## src/rtl/vlsu_axi_txn_tracker.sv

```systemverilog
// ---------------------------------------------------------------------------
// vlsu_axi_txn_tracker
//
// Outstanding-transaction tracker between the VLSU address generator / store
// unit and the VLSU AXI cut.
//   * Caps in-flight AR and AW bursts independently (AR/AW gated when full).
//   * Holds the W channel until the AW for that burst has been accepted.
//   * Checks R and W beat counts against the issued burst lengths and raises
//     sticky error flags on a mismatch.
//   * Reports occupancy and idle status to the dispatcher.
//
// Parameters
//   MaxRdOutstanding : max in-flight read bursts  (power of two, >= 2)
//   MaxWrOutstanding : max in-flight write bursts (power of two, >= 2)
//   LenWidth         : AXI burst length field width (beats-1)
//
// Ports
//   clk_i, rst_i                 clock, synchronous active-high reset
//   ar_valid_i/ar_len_i/ar_ready_o   AR from address generator
//   ar_valid_o/ar_ready_i            AR to AXI cut
//   aw_valid_i/aw_len_i/aw_ready_o   AW from address generator
//   aw_valid_o/aw_ready_i            AW to AXI cut
//   w_valid_i/w_last_i/w_ready_o     W from store unit
//   w_valid_o/w_ready_i              W to AXI cut
//   r_valid_i/r_ready_i/r_last_i     R channel observed at AXI cut
//   b_valid_i/b_ready_i              B channel observed at AXI cut
//   rd_cnt_o/wr_cnt_o                in-flight read/write bursts
//   rd_idle_o/wr_idle_o              counter == 0
//   rd_err_o/wr_err_o                sticky protocol error flags
//
// Optional build macro VLSU_AXI_TXN_TRACKER_PERF_EN adds 32-bit wrapping
// performance counters perf_rd_bursts_o, perf_wr_bursts_o, perf_ar_stall_o
// and perf_aw_stall_o. Without the macro those ports do not exist.
// ---------------------------------------------------------------------------
module vlsu_axi_txn_tracker #(
    parameter int unsigned MaxRdOutstanding = 8,
    parameter int unsigned MaxWrOutstanding = 8,
    parameter int unsigned LenWidth         = 8
) (
    input  logic                                    clk_i,
    input  logic                                    rst_i,
    // AR
    input  logic                                    ar_valid_i,
    input  logic [LenWidth-1:0]                     ar_len_i,
    output logic                                    ar_ready_o,
    output logic                                    ar_valid_o,
    input  logic                                    ar_ready_i,
    // AW
    input  logic                                    aw_valid_i,
    input  logic [LenWidth-1:0]                     aw_len_i,
    output logic                                    aw_ready_o,
    output logic                                    aw_valid_o,
    input  logic                                    aw_ready_i,
    // W
    input  logic                                    w_valid_i,
    input  logic                                    w_last_i,
    output logic                                    w_ready_o,
    output logic                                    w_valid_o,
    input  logic                                    w_ready_i,
    // R / B observation
    input  logic                                    r_valid_i,
    input  logic                                    r_ready_i,
    input  logic                                    r_last_i,
    input  logic                                    b_valid_i,
    input  logic                                    b_ready_i,
    // Status
    output logic [$clog2(MaxRdOutstanding+1)-1:0]   rd_cnt_o,
    output logic [$clog2(MaxWrOutstanding+1)-1:0]   wr_cnt_o,
    output logic                                    rd_idle_o,
    output logic                                    wr_idle_o,
`ifdef VLSU_AXI_TXN_TRACKER_PERF_EN
    output logic [31:0]                             perf_rd_bursts_o,
    output logic [31:0]                             perf_wr_bursts_o,
    output logic [31:0]                             perf_ar_stall_o,
    output logic [31:0]                             perf_aw_stall_o,
`endif
    output logic                                    rd_err_o,
    output logic                                    wr_err_o
);

    localparam int unsigned RdCntW = $clog2(MaxRdOutstanding + 1);
    localparam int unsigned WrCntW = $clog2(MaxWrOutstanding + 1);
    localparam int unsigned RdPtrW = $clog2(MaxRdOutstanding);
    localparam int unsigned WrPtrW = $clog2(MaxWrOutstanding);
    localparam logic [RdCntW-1:0] RdMax = RdCntW'(MaxRdOutstanding);
    localparam logic [WrCntW-1:0] WrMax = WrCntW'(MaxWrOutstanding);

    // -----------------------------------------------------------------------
    // Read side
    // -----------------------------------------------------------------------
    logic [LenWidth-1:0] rd_len_mem [MaxRdOutstanding];
    logic [RdPtrW-1:0]   rd_wptr_reg;
    logic [RdPtrW-1:0]   rd_rptr_reg;
    logic [RdCntW-1:0]   rd_cnt_reg;
    logic [LenWidth-1:0] rd_beat_reg;
    logic                rd_err_reg;

    logic                rd_full;
    logic                rd_empty;
    logic                ar_fire;
    logic                r_fire;
    logic                rd_pop;
    logic                rd_exp_last;

    // The read-length FIFO occupancy equals rd_cnt, so the counter doubles as
    // the FIFO level.
    assign rd_full     = (rd_cnt_reg == RdMax);
    assign rd_empty    = (rd_cnt_reg == '0);
    assign ar_valid_o  = ar_valid_i & ~rd_full;
    assign ar_ready_o  = ar_ready_i & ~rd_full;
    assign ar_fire     = ar_valid_i & ar_ready_i & ~rd_full;
    assign r_fire      = r_valid_i & r_ready_i;
    assign rd_exp_last = (rd_beat_reg == rd_len_mem[rd_rptr_reg]);
    // A stray last with nothing outstanding is flagged but must not underflow.
    assign rd_pop      = r_fire & r_last_i & ~rd_empty;

    // Length storage carries no reset: validity is defined by the pointers.
    always_ff @(posedge clk_i) begin
        if (ar_fire) begin
            rd_len_mem[rd_wptr_reg] <= ar_len_i;
        end
    end

    always_ff @(posedge clk_i) begin
        if (rst_i) begin
            rd_wptr_reg <= '0;
            rd_rptr_reg <= '0;
            rd_cnt_reg  <= '0;
            rd_beat_reg <= '0;
            rd_err_reg  <= 1'b0;
        end else begin
            if (ar_fire) begin
                rd_wptr_reg <= rd_wptr_reg + RdPtrW'(1);
            end
            if (rd_pop) begin
                rd_rptr_reg <= rd_rptr_reg + RdPtrW'(1);
            end
            case ({ar_fire, rd_pop})
                2'b10:   rd_cnt_reg <= rd_cnt_reg + RdCntW'(1);
                2'b01:   rd_cnt_reg <= rd_cnt_reg - RdCntW'(1);
                default: rd_cnt_reg <= rd_cnt_reg;
            endcase
            if (r_fire) begin
                rd_beat_reg <= r_last_i ? '0 : rd_beat_reg + LenWidth'(1);
                if (rd_empty || (r_last_i != rd_exp_last)) begin
                    rd_err_reg <= 1'b1;
                end
            end
        end
    end

    // -----------------------------------------------------------------------
    // Write side
    // wr_cnt tracks AW accepted minus B received; the W-length FIFO has its
    // own level because W bursts complete before their B arrives.
    // -----------------------------------------------------------------------
    logic [LenWidth-1:0] wf_len_mem [MaxWrOutstanding];
    logic [WrPtrW-1:0]   wf_wptr_reg;
    logic [WrPtrW-1:0]   wf_rptr_reg;
    logic [WrCntW-1:0]   wf_cnt_reg;
    logic [WrCntW-1:0]   wr_cnt_reg;
    logic [LenWidth-1:0] w_beat_reg;
    logic                wr_err_reg;

    logic                wr_full;
    logic                wf_full;
    logic                wf_nonempty;
    logic                aw_fire;
    logic                wf_push;
    logic                w_fire;
    logic                w_pop;
    logic                b_fire;
    logic                b_dec;
    logic                w_exp_last;

    assign wr_full     = (wr_cnt_reg == WrMax);
    assign wf_full     = (wf_cnt_reg == WrMax);
    assign wf_nonempty = (wf_cnt_reg != '0);
    assign aw_valid_o  = aw_valid_i & ~wr_full;
    assign aw_ready_o  = aw_ready_i & ~wr_full;
    assign aw_fire     = aw_valid_i & aw_ready_i & ~wr_full;
    // The FIFO can only be full here after a B arrived ahead of its W data;
    // the length is dropped and the error flag raised instead of overflowing.
    assign wf_push     = aw_fire & ~wf_full;
    // wf_nonempty is registered, so an AW accepted this cycle cannot release
    // W until the next cycle.
    assign w_valid_o   = w_valid_i & wf_nonempty;
    assign w_ready_o   = w_ready_i & wf_nonempty;
    assign w_fire      = w_valid_i & w_ready_i & wf_nonempty;
    assign w_pop       = w_fire & w_last_i;
    assign w_exp_last  = (w_beat_reg == wf_len_mem[wf_rptr_reg]);
    assign b_fire      = b_valid_i & b_ready_i;
    assign b_dec       = b_fire & (wr_cnt_reg != '0);

    always_ff @(posedge clk_i) begin
        if (wf_push) begin
            wf_len_mem[wf_wptr_reg] <= aw_len_i;
        end
    end

    always_ff @(posedge clk_i) begin
        if (rst_i) begin
            wf_wptr_reg <= '0;
            wf_rptr_reg <= '0;
            wf_cnt_reg  <= '0;
            wr_cnt_reg  <= '0;
            w_beat_reg  <= '0;
            wr_err_reg  <= 1'b0;
        end else begin
            if (wf_push) begin
                wf_wptr_reg <= wf_wptr_reg + WrPtrW'(1);
            end
            if (w_pop) begin
                wf_rptr_reg <= wf_rptr_reg + WrPtrW'(1);
            end
            case ({wf_push, w_pop})
                2'b10:   wf_cnt_reg <= wf_cnt_reg + WrCntW'(1);
                2'b01:   wf_cnt_reg <= wf_cnt_reg - WrCntW'(1);
                default: wf_cnt_reg <= wf_cnt_reg;
            endcase
            case ({aw_fire, b_dec})
                2'b10:   wr_cnt_reg <= wr_cnt_reg + WrCntW'(1);
                2'b01:   wr_cnt_reg <= wr_cnt_reg - WrCntW'(1);
                default: wr_cnt_reg <= wr_cnt_reg;
            endcase
            if (w_fire) begin
                w_beat_reg <= w_last_i ? '0 : w_beat_reg + LenWidth'(1);
            end
            if ((w_fire && (w_last_i != w_exp_last)) ||
                (b_fire && (wr_cnt_reg == '0)) ||
                (aw_fire && wf_full)) begin
                wr_err_reg <= 1'b1;
            end
        end
    end

    // -----------------------------------------------------------------------
    // Status outputs
    // -----------------------------------------------------------------------
    assign rd_cnt_o  = rd_cnt_reg;
    assign wr_cnt_o  = wr_cnt_reg;
    assign rd_idle_o = rd_empty;
    assign wr_idle_o = (wr_cnt_reg == '0);
    assign rd_err_o  = rd_err_reg;
    assign wr_err_o  = wr_err_reg;

`ifdef VLSU_AXI_TXN_TRACKER_PERF_EN
    // -----------------------------------------------------------------------
    // Performance counters (free-running, wrap at 2^32)
    // -----------------------------------------------------------------------
    logic [31:0] perf_rd_bursts_reg;
    logic [31:0] perf_wr_bursts_reg;
    logic [31:0] perf_ar_stall_reg;
    logic [31:0] perf_aw_stall_reg;

    always_ff @(posedge clk_i) begin
        if (rst_i) begin
            perf_rd_bursts_reg <= '0;
            perf_wr_bursts_reg <= '0;
            perf_ar_stall_reg  <= '0;
            perf_aw_stall_reg  <= '0;
        end else begin
            if (ar_fire) begin
                perf_rd_bursts_reg <= perf_rd_bursts_reg + 32'd1;
            end
            if (aw_fire) begin
                perf_wr_bursts_reg <= perf_wr_bursts_reg + 32'd1;
            end
            if (ar_valid_i && rd_full) begin
                perf_ar_stall_reg <= perf_ar_stall_reg + 32'd1;
            end
            if (aw_valid_i && wr_full) begin
                perf_aw_stall_reg <= perf_aw_stall_reg + 32'd1;
            end
        end
    end

    assign perf_rd_bursts_o = perf_rd_bursts_reg;
    assign perf_wr_bursts_o = perf_wr_bursts_reg;
    assign perf_ar_stall_o  = perf_ar_stall_reg;
    assign perf_aw_stall_o  = perf_aw_stall_reg;
`endif

endmodule
```

## config.mk

```make
export PLATFORM = sky130hd
export DESIGN_NAME = vlsu_axi_txn_tracker
export DESIGN_NICKNAME = d
export VERILOG_FILES = /design/src/rtl/vlsu_axi_txn_tracker.sv
export SDC_FILE = /design/constraint.sdc
export NUM_CORES = 1
export LEC_CHECK = 0
export CAP_MARGIN = 20
export CELL_PAD_IN_SITES_DETAIL_PLACEMENT = 0
export CELL_PAD_IN_SITES_GLOBAL_PLACEMENT = 1
export CORE_UTILIZATION = 53
export DETAILED_ROUTE_END_ITERATION = 12
export MAX_ROUTING_LAYER = met4
export PLACE_DENSITY_LB_ADDON = 0.1
export SYNTH_ARGS = -nofsm -noshare
export SYNTH_HDL_FRONTEND = slang
export SYNTH_SLANG_ARGS = --single-unit
```

## constraint.sdc

```tcl
create_clock -name clk_i -period 8.8 [get_ports clk_i]
set_input_delay 0.88 -clock clk_i [delete_from_list [all_inputs] [get_ports clk_i]]
set_output_delay 0.88 -clock clk_i [all_outputs]
set_load 0.05 [all_outputs]
```

Word-level counts from Yosys, hierarchy flattened
Memory sizes are Yosys's and may differ from the RTL's. A register that Yosys moved wholly into a read port is not among the register bits.
Cells that the tools add are included.
{"block": "classes", "add_sub_neg": 12, "n_eq_ne": 13, "n_mux": 13, "bitwise": 23, "reduce_logical": 14}
{"op": "$pmux W4 S2", "n": 3}
{"op": "$and A1 B1 Y1", "n": 19}
{"op": "$add A8 B1 Y8 const B", "n": 2}
{"op": "$eq A8 B8 Y1", "n": 2}
{"op": "$mux W8", "n": 2}
{"op": "$add A3 B1 Y3 const B", "n": 4}
{"op": "$add A4 B1 Y4 const B", "n": 3}
{"op": "$eq A4 B4 Y1 const B", "n": 3}
{"op": "$mux W3", "n": 4}
{"op": "$sub A4 B1 Y4 const B", "n": 3}
{"op": "$logic_not A4 Y1", "n": 2}
{"op": "$reduce_bool A4 Y1", "n": 2}
{"op": "$eq A2 B1 Y1 const B", "n": 3}
{"op": "$eq A2 B2 Y1 const B", "n": 3}
{"op": "$reduce_bool A2 Y1", "n": 3}
{"op": "$mux W1", "n": 4}
{"op": "$not A1 Y1", "n": 4}
{"op": "$logic_and A1 B1 Y1", "n": 3}
{"op": "$logic_or A1 B1 Y1", "n": 3}
{"op": "$ne A1 B1 Y1", "n": 2}
{"op": "$reduce_and A2 Y1", "n": 1}
{"block": "totals", "regBits": 42, "ram_bits": 128, "input_bits": 30, "output_inout_bits": 18, "elab_cells": 88, "mem_count": 2}
{"name": "rd_len_mem", "depth": 8, "width": 8, "rd": 1, "rd_clocked_by_memory_dff": 1, "write_ports": 1, "line": "91", "source": "logic [LenWidth-1:0] rd_len_mem [MaxRdOutstanding];"}
{"name": "wf_len_mem", "depth": 8, "width": 8, "rd": 1, "rd_clocked_by_memory_dff": 1, "write_ports": 1, "line": "157", "source": "logic [LenWidth-1:0] wf_len_mem [MaxWrOutstanding];"}

Depth between registers and ports, before layout
{"block": "logic_depth", "depth_word": 6, "depth_mapped": 13, "ltp_nobuf": 11}

Least setup slack after synthesis
Ideal clock, no wire load.
{"block": "synth_path", "path_kind": "register -> register", "start": "reg rd_cnt_reg[0] (netlist: rd_cnt_o[0])", "end": "reg rd_cnt_reg[3] (netlist: rd_cnt_o[3])", "setup_ns": 0.070, "arrival_time_ns": 4.116, "required_ns": 8.730, "path_slack_ns": 4.613, "stages_incl_launch_ff": 10, "path_buffers": 0, "period_less_slack_ns": 4.187, "path_cell_list": "dfxtp_1 -> nor4_1 -> nor2_1 -> ha_1 -> ha_1 -> a21o_1 -> a21oi_1 -> xnor2_1 -> or3_1 -> a21oi_1"}
{"block": "synth_between", "elab_chain_cells": 5, "elab_cells_between_ends": 12, "classes_between": "add/sub: 2; eq/ne: 3; mux: 1; bitwise: 4; reduce/logical: 2"}
{"element": "start: declaration", "line": "94", "source": "logic [RdCntW-1:0] rd_cnt_reg;"}
{"element": "start signal: assignment", "line": "139", "source": "2'b10: rd_cnt_reg <= rd_cnt_reg + RdCntW'(1);"}
{"element": "start signal: assignment", "line": "140", "source": "2'b01: rd_cnt_reg <= rd_cnt_reg - RdCntW'(1);"}
{"element": "start signal: assignment", "line": "141", "source": "default: rd_cnt_reg <= rd_cnt_reg;"}
{"element": "$logic_not A4 Y1 (*)", "line": "108", "source": "assign rd_empty = (rd_cnt_reg == '0);"}
{"element": "net rd_idle_o", "line": "69", "source": "output logic rd_idle_o,"}
{"element": "$not A1 Y1 (*)", "line": "115", "source": "assign rd_pop = r_fire & r_last_i & ~rd_empty;"}
{"element": "$and A1 B1 Y1 (*)", "line": "115"}
{"element": "net rd_pop", "line": "102", "source": "logic rd_pop;"}
{"element": "$eq A2 B1 Y1 or $eq A2 B2 Y1 (tied branches)", "line": "138", "source": "case ({ar_fire, rd_pop})"}
{"element": "$pmux W4 S2 or $reduce_bool A2 Y1 (tied branches)"}
Mark *: on every way through the listed nets, which the timed path passes. The rest lies on a longest branch.
A chain may end at the register's enable or synchronous reset.

Worst setup path in the final report
{"block": "layout_path", "start": "in ar_valid_i", "end": "out ar_valid_o"}
{"block": "layout_between", "elab_chain_cells": 1}
{"element": "start: declaration", "line": "43", "source": "input logic ar_valid_i,"}
{"element": "$and A1 B1 Y1", "line": "109", "source": "assign ar_valid_o = ar_valid_i & ~rd_full;"}
{"element": "end: declaration", "line": "46", "source": "output logic ar_valid_o,"}
No other way between the ends.

==> results.cfg <==
[detailed_routing]
dr.pass1.iters = 5
vias = 4337
drc = 0
wirelength_um = 13500
wire_per_inst_um = 17.5
drt_iter0_markers = 392
antenna_left = 0
viasPerCell = 5.61

[power_and_ir_drop]
p_per_area_mw_per_mm2 = 202
finalPower_mw = 1.75
power.leakage_nw = 2.90
ir_drop_mv = 0.135

[worst_setup_path]
rr_worst_depth = 11
r2r-end = wf_cnt_reg[2]
worst-r2r-setup-slack_ns = 5.88
critical_path_arrival_ns = 2.53
required_ns = 7.92
crit_path_end_kind = primary output
crit_type = primary input to primary output
cp_max_fo = 5
worstReg2RegStart = wf_cnt_reg[0]
crit_path_start_kind = primary input

[sta]
maxSlewHeadroom = 0.369
slew_violations = 0
min_period_ns = 3.41
hold_slack_ns = 0.497
setup_tns_ns = 0
clock_skew_ns = 0.00718
max_freq_mhz = 293
fin_crit_sh = 0.388
hold_viol = 0
grt_setup_unrepaired = false
tightest_slew_ns = 0.944
setup_viol = 0

[logic_synthesis]
ys.flop_type = edfxtp_1
synthCells = 527
ys_ff_latch = 176
ys_top_cells_by_count = 128 x edfxtp_1, 57 x nor2_1, 48 x dfxtp_1
syn-num-nets = 574
synth_async_sr_flop_share = 0
synthTopCellsByArea = edfxtp_1 52%, dfxtp_1 13%, mux4_2 5.5%
synth_largest_area_cell = edfxtp_1
netlist.area_leader.share = 0.518
netlist_area_mm2 = 0.00741
synth_area_per_cell_um2 = 14.1
yosys_warnings = 0
ys_seq_area_frac = 0.648
synth.most_common_cell = edfxtp_1
synth_edf_count = 128
synth_cell_types = 48

[place]
port_buffers = 47
placedInstanceArea_mm2 = 0.00807
gp_congestion = 0.748
dpl.hpwl_um = 9210

[run_status]
outcome = completed

[clock_network]
cts-hold-fix-buffers = 0
cts_buffer_depth = 2
post_cts_resize_count = 0
cts_tree = built
cts_made_buffers = 17
clockRootBuffer = clkbuf_16
clock_latency_ns = 0.42
h-tree-depth = 4
post_cts_buffers = 0
path_clk_slew_ns = 0.06
cts_sinks = 176

[final_layout]
largestRegisters = rd_len_mem (64), wf_len_mem (64)
drive_gt1_frac = 0.117
finalNetCount = 631
diodes = 0
final_util = 0.642
fill_cells = 1056
syn2layout_area_growth_pct = 16.4
fin_area_mm2 = 0.00863

[global_route]
grt_max_degree = 34
grtUsageTotal = 0.208
grt_pass1_wl_um = 21700
grt_pass1_vias = 4258
antenna_found_initial = 0
overflow = 0

[die]
ioPinCount = 48
dieHeight_um = 120
die_w_um = 120
die_area_mm2 = 0.0145
core_mm2 = 0.0135
rows = 42
initial_utilization = 0.551

[worst_hold_path]
hold_class = flip-flop to flip-flop
hold_end = rd_wptr_reg[0]
hold_path_depth = 2
hp-start = rd_wptr_reg[0]

[run]
max_cap_violations = 0
## worst max-delay path: stages
cell and delay [ns]:
clkdlybuf4s50_1 0.44, a21boi_1 0.33, clkdlybuf4s50_1 0.88
## metrics by stage
stage	std cells	setup WS, ns
CTS	771	5.18
finish	773	5.39
floorplan	527	4.61
detailed placement	739	5.21
global placement	739	5.34
global route	773	5.30
## cells by family (layout without fill, tap and decap cells)
group | after synthesis | in the layout | synth area share
compound gates | 54 | 54 | 0.0456
buf+inv | 26 | 96 | 0.0157
xor+xnor | 38 | 38 | 0.0449
flops | 176 | 176 | 0.648
simple gates | 158 | 158 | 0.104
fa+ha+maj | 17 | 17 | 0.0307
mux | 58 | 58 | 0.111
## worst max-delay path by stage
stage                     start           to  cells past startpoint
floorplan           rd_cnt_o[0]  rd_cnt_o[3]                      9
global placement      r_valid_i  rd_cnt_o[3]                     11
detailed placement    r_ready_i  rd_cnt_o[3]                     11
CTS                 rd_cnt_o[0]    rd_idle_o                      2
global route         ar_valid_i   ar_valid_o                      3
finish               ar_valid_i   ar_valid_o                      3
## layout by cell type (no fill, tap or decap), types with 15 or more instances in the layout
cell type,count
nor2_1,57
edfxtp_1,128
mux4_2,18
nand2_1,27
a21oi_1,19
xor2_1,29
clkdlybuf4s50_1,47
mux2i_1,28
clkbuf_16,17
ha_1,15
dfxtp_1,48
## area by class of cell
cell class              instances  area (µm²)  share of cell area
repair buffers                 55         536              0.0620
inverters                       9        33.8             0.00391
multi-input cells             325        2490               0.289
clock inverters                14         116              0.0135
well taps                     176         220              0.0255
clock buffers                  18         429              0.0497
flip-flops and latches        176        4800               0.557
## report_power, final
part	total (mW)	switching (mW)	internal (mW)	leakage, nW
Sequential	0.916	0.0137	0.902	1.54
Clock	0.694	0.306	0.388	0.261
Combinational	0.138	0.0824	0.0552	1.09
## routing by layer
layer,global-route usage,wire length (µm),vias up
met4,0.0563,117,0
met5,-,0,-
li1,-,-,2085
met1,0.292,6500,2126
met2,0.305,6220,112
met3,0.0524,692,14
No activity file was read; power rests on OpenSTA's default activity.
==> RTL edit 1 (same flow settings) <==
Add a define of `VLSU_AXI_TXN_TRACKER_PERF_EN`.
--- a/src/rtl/vlsu_axi_txn_tracker.sv
+++ b/src/rtl/vlsu_axi_txn_tracker.sv
@@ -34,2 +34,4 @@
 // ---------------------------------------------------------------------------
+`define VLSU_AXI_TXN_TRACKER_PERF_EN
+
 module vlsu_axi_txn_tracker #(
Check against the original RTL (old outputs only; new: perf_ar_stall_o, perf_aw_stall_o, perf_rd_bursts_o and perf_wr_bursts_o): equivalent (equiv_simple and equiv_induct, registers matched by name and starting in step).
==> RTL edit 1 against the original RTL <==
Fmax is 5.9% lower. Synthesized area is 77% higher. Via count is 110% higher. Count of clock-buffer cells in the layout up 32. Wire length rose by 100%. Synthesized cell count is 120% higher. Core utilization up 2.8 points. Power is 75% higher. Design area increased by 88%. Sequential cell count is 128 higher. Global-route usage grew 1.8 points. Combinational power grew 20%. Setup slack worse by 0.21 ns.
==> RTL edit 1: results (changes against the original RTL) <==
* Top fanout value on the critical path at 10 (+5)
* Number of buffers created by CTS at 34 (+17)
* Initial DRT Pass Iterations at 5 (unchanged)
* Wire length of the first global-routing pass at 44,990 µm (+110%)
* Seq. cell area at 7367 µm² (+53%)
* Level count of the clock H-tree at 2 (-2)
* Resized Gates After CTS at 0 (unchanged)
* Peak VDD IR at 0.1229 mV (-8.8%)
* Overall via count from detail_route at 9,093 (+110%)
* Mapped Cells at 1,176 (+120%)
* Library cell used as clock root buffer: clkbuf_16
* Share of the synthesized area in compound gates (AO/OA/AOI/OAI) at 0.04020 (-0.005359)
* Fraction of the mapped netlist area in adder cells at 0.02120 (-0.009513)
* Endpoint arrival time on the critical path at 4.04 ns (+1.51 ns)
* Nets at 1,407 (+120%)
* Multiplexer area fraction after synthesis at 0.06388 (-0.04681)
* Number of synthesized flops with an enable pin at 128 (unchanged)
* Synth top area cells: edfxtp_1, dfxtp_1, xor2_1
* Largest registers in the final layout: rd_len_mem (64), wf_len_mem (64)
* Non-filler instance count after layout at 1,704 (+120%)
* Number of global-route vias before repair at 8,863 (+110%)
* Max Clock Skew at 0.008924 ns (+0.001744 ns)
* Number of placed instances with taps included at 1,640 (+120%)
* Number of distinct library cells after synthesis at 59 (+23%)
* Number of antenna diodes at 0 (unchanged)
* Class of the tightest hold or removal check: register to register
* Placer Congestion at 0.7700 (+2.9%)
* Lkg Pwr at 5.459 nW (+88%)
* Ratio of cells with drive above 1 in the final layout at 0.07681 (-0.04044)
* Xor/xnor share of the synthesized area at 0.09693 (+0.05204)
* Number of antenna violations at the first check in global routing at 0 (unchanged)
* Largest buffer count on any clock path at 3 (+1)
* Number of warnings reported in the yosys synthesis log at 0 (unchanged)
* Routed WL at 27,690 µm (+100%)
* Filler cells at 1,898 (+80%)
* Worst max-slew margin expressed relative to the limit at 0.2866 (-0.08201)
* Mapped Nets at 1,227 (+110%)
* Worst setup timing slack at the placement stage at 4.674 ns (-0.5357 ns)
* Instance area at placement at 15,130 µm² (+87%)
* Number of post-CTS setup repair buffers at 0 (unchanged)
* Async set or reset register ratio after synthesis at 0 (unchanged)
* Input/output buffers at 175 (+270%)
* Register clock-pin slew on the reported worst setup and hold paths at 0.06 ns (about the same)
* Sequential-to-total area share from yosys stat at 0.5623 (-0.08573)
* DRC marker count from the first detailed-route iteration at 486 (+24%)
* Latest clock arrival within the worst-skew pair at 0.50 ns (+0.08 ns)
* Detailed-placement wirelength estimate at 18,790 µm (+100%)
* Top cells by instance count after synthesis: dfxtp_1, nor2_1, edfxtp_1, xor2_1, nand2_1
* Global-route usage over all layers at 0.2261 (+0.01775)
* Maximum number of pins on one net before global-route repair at 97 (+190%)
* Result of the run: complete, no violations
RTL edit 1: changes by cell type after synthesis, sizes merged, moves of 20 or more:
| cell | before | now |
|---|---|---|
| nand3 | 9 | 45 |
| a21oi | 19 | 42 |
| nand4 | 8 | 45 |
| xor2 | 29 | 93 |
| nor3 | 8 | 30 |
| xnor2 | 9 | 52 |
| nor2 | 57 | 171 |
| nand2 | 27 | 77 |
| or3 | 10 | 30 |
| dfxtp | 48 | 176 |
RTL edit 1: cells by family (layout without fill, tap and decap cells):
| family | Yosys count | in the layout |
|---|---|---|
| buf+inv | 63 | 267 |
| simple gates | 492 | 492 |
| compound gates | 93 | 93 |
| flops | 304 | 304 |
| mux | 58 | 58 |
| fa+ha+maj | 21 | 21 |
| xor+xnor | 145 | 145 |
RTL edit 1: layer usage:
layer	GRT usage	share of wire
met4	0.05944	0.018
met5	-	0
met2	0.3650	0.48
met1	0.2801	0.44
met3	0.06252	0.065
RTL edit 1: worst paths after layout:
kind / start / to / slack, ns / depth (start not counted)
hold / removal: wf_rptr_reg[1] / wf_rptr_reg[1] / 0.50 / 2
hold reg to reg: wf_rptr_reg[1] / wf_rptr_reg[1] / 0.50 / 2
setup reg to reg: wr_cnt_o[0] / wf_cnt_reg[2] / 5.63 / 12
setup / recovery: ar_valid_i / rd_cnt_o[3] / 5.18 / 11
RTL edit 1: area by class of cell:
type	count	area share
clock buffers	50	0.05982
clock inverters	10	0.008007
flip-flops and latches	304	0.4533
inverters	22	0.005081
well taps	324	0.02494
repair buffers	185	0.1118
multi-input cells	809	0.3371
RTL edit 1: worst max-delay path, cell delays in order:
cell and delay [ns]:
clkdlybuf4s50_1 0.62, inv_1 0.15, nor3_2 0.60, inv_1 0.31, ha_1 0.32, ha_1 0.28, a21o_1 0.17, a21oi_1 0.16
xnor2_1 0.10, or3_1 0.30, a21oi_1 0.14
RTL edit 1: power by group:
group	internal [mW]	leakage (nW)	switching (mW)
registers	1.48	2.58	0.0177
logic	0.0618	2.34	0.104
clock network	0.855	0.544	0.536
==> RTL edit 2 (same settings) <==
Without the edit above. Register the output `wr_err_o` once more, with the module's reset; this adds one clock of latency there. The other outputs are not delayed to match.
--- a/src/rtl/vlsu_axi_txn_tracker.sv
+++ b/src/rtl/vlsu_axi_txn_tracker.sv
@@ -244,3 +244,9 @@
     assign rd_err_o  = rd_err_reg;
-    assign wr_err_o  = wr_err_reg;
+    always_ff @(posedge clk_i) begin
+        if (rst_i) begin
+            wr_err_o <= '0;
+        end else begin
+            wr_err_o <= wr_err_reg;
+        end
+    end
 
Behaviour: not the same (a bounded check fails within 4 cycles, from zero or initial values and one cycle with rst_i high).
==> RTL edit 2 against the original RTL <==
Synthesized area increased by 0.76%. Setup slack got worse by 0.072 ns. First-iteration DRC count decreased by 32%. Synthesized cell count decreased by 1.9%. Wire length decreased by 0.67%. Sequential cell count increased by 1. Global-route usage decreased by 0.25 points. Design area increased by 0.86%. Sequential share of layout area decreased by 0.24 points. Highest routed layer unchanged. Hold slack got worse by 0.032 ns. Power increased by 4.2%.
==> RTL edit 2: results (changes against the original RTL) <==
* Lkg Pwr at 2.932 nW (+1.1%)
* Logic gate share of total power at 0.073 (-0.006)
* Input/output buffers at 47 (unchanged)
* Wire length of the first global-routing pass at 21,490 µm (-0.99%)
* Met1 Resource Use GR at 0.2450 (-0.04723)
* Share of the synthesized area in compound gates (AO/OA/AOI/OAI) at 0.03802 (-0.007545)
* Via density per instance at 5.424 (-3.3%)
* Drt wl/cell at 17.57 µm (+0.37%)
* DRC marker count from the first detailed-route iteration at 266 (-32%)
* Number of distinct library cells after synthesis at 50 (+4.2%)
* Worst setup timing slack at the placement stage at 5.249 ns (+0.03929 ns)
* Ratio of cells with drive above 1 in the final layout at 0.1043 (-0.01298)
* Peak VDD IR at 0.1615 mV (+20%)
* Nets at 619 (-1.9%)
* Xor/xnor share of the synthesized area at 0.04807 (+0.003179)
* Worst max-slew margin expressed relative to the limit at 0.2849 (-0.08373)
* Detailed-placement wirelength estimate at 8974 µm (-2.6%)
* Global Route met2 Usage at 0.3524 (+0.04741)
* Top cells by instance count after synthesis: edfxtp_1, nor2_1, dfxtp_1, mux2i_1, xor2_1
* Instance area at placement at 8084 µm² (+0.20%)
* Number of global-route vias before repair at 4,107 (-3.5%)
* Net Sw Power at 0.4088 mW (+1.7%)
* Result of the run: complete, no violations
* Routed WL at 13,440 µm (-0.67%)
* Synth top area cells: edfxtp_1, dfxtp_1, mux2i_1
* Global-route usage over all layers at 0.2058 (-0.002519)
* Max Clock Skew at 0.009890 ns (+0.002711 ns)
* Multiplexer area fraction after synthesis at 0.1209 (+0.01022)
* Fraction of the mapped netlist area in adder cells at 0.03048 (-0.0002315)
* Number of placed instances with taps included at 732 (-0.95%)
* Met3 wire len at 282 µm (-59%)
* Met3 Resource Use GR at 0.05094 (-0.001415)
* Mapped Nets at 564 (-1.7%)
* Routed met2 length at 7028 µm (+13%)
* Initial DRT Pass Iterations at 4 (-1)
* Top fanout value on the critical path at 5 (unchanged)
* Endpoint arrival time on the critical path at 2.60 ns (+0.07 ns)
* Family with the most delay on the worst path: buffers and inverters
* Mapped Cells at 517 (-1.9%)
* Power of the clock network at 0.768 mW (+11%)
* Met1 Wirelength at 5994 µm (-7.8%)
## RTL edit 2: area by class of cell
type | instances | area, µm²
Fill cell | 1032 | 5120
Sequential cell | 177 | 4825
Multi-Input combinational cell | 314 | 2492
Timing Repair Buffer | 53 | 523.0
Clock buffer | 18 | 429.2
Tap cell | 180 | 225.2
Clock inverter | 14 | 178.9
Inverter | 9 | 33.78
## RTL edit 2: through the flow
step	hold slack (ns)	power (mW)
after detailed placement	0.4582	1.073
after global routing	0.4834	1.879
after CTS	0.4673	1.834
after floorplan	0.4387	1.020
after global placement	0.4650	1.069
final	0.4644	1.822
## RTL edit 2: final timing paths
check | startpoint | to | slack (ns) | cells past startpoint
max | ar_valid_i | ar_valid_o | 5.32 | 3
min | wr_err_reg | wr_err_o | 0.46 | 1
max reg2reg | wf_cnt_reg[0] | wf_cnt_reg[2] | 5.90 | 11
min reg2reg | wr_err_reg | wr_err_o | 0.46 | 1
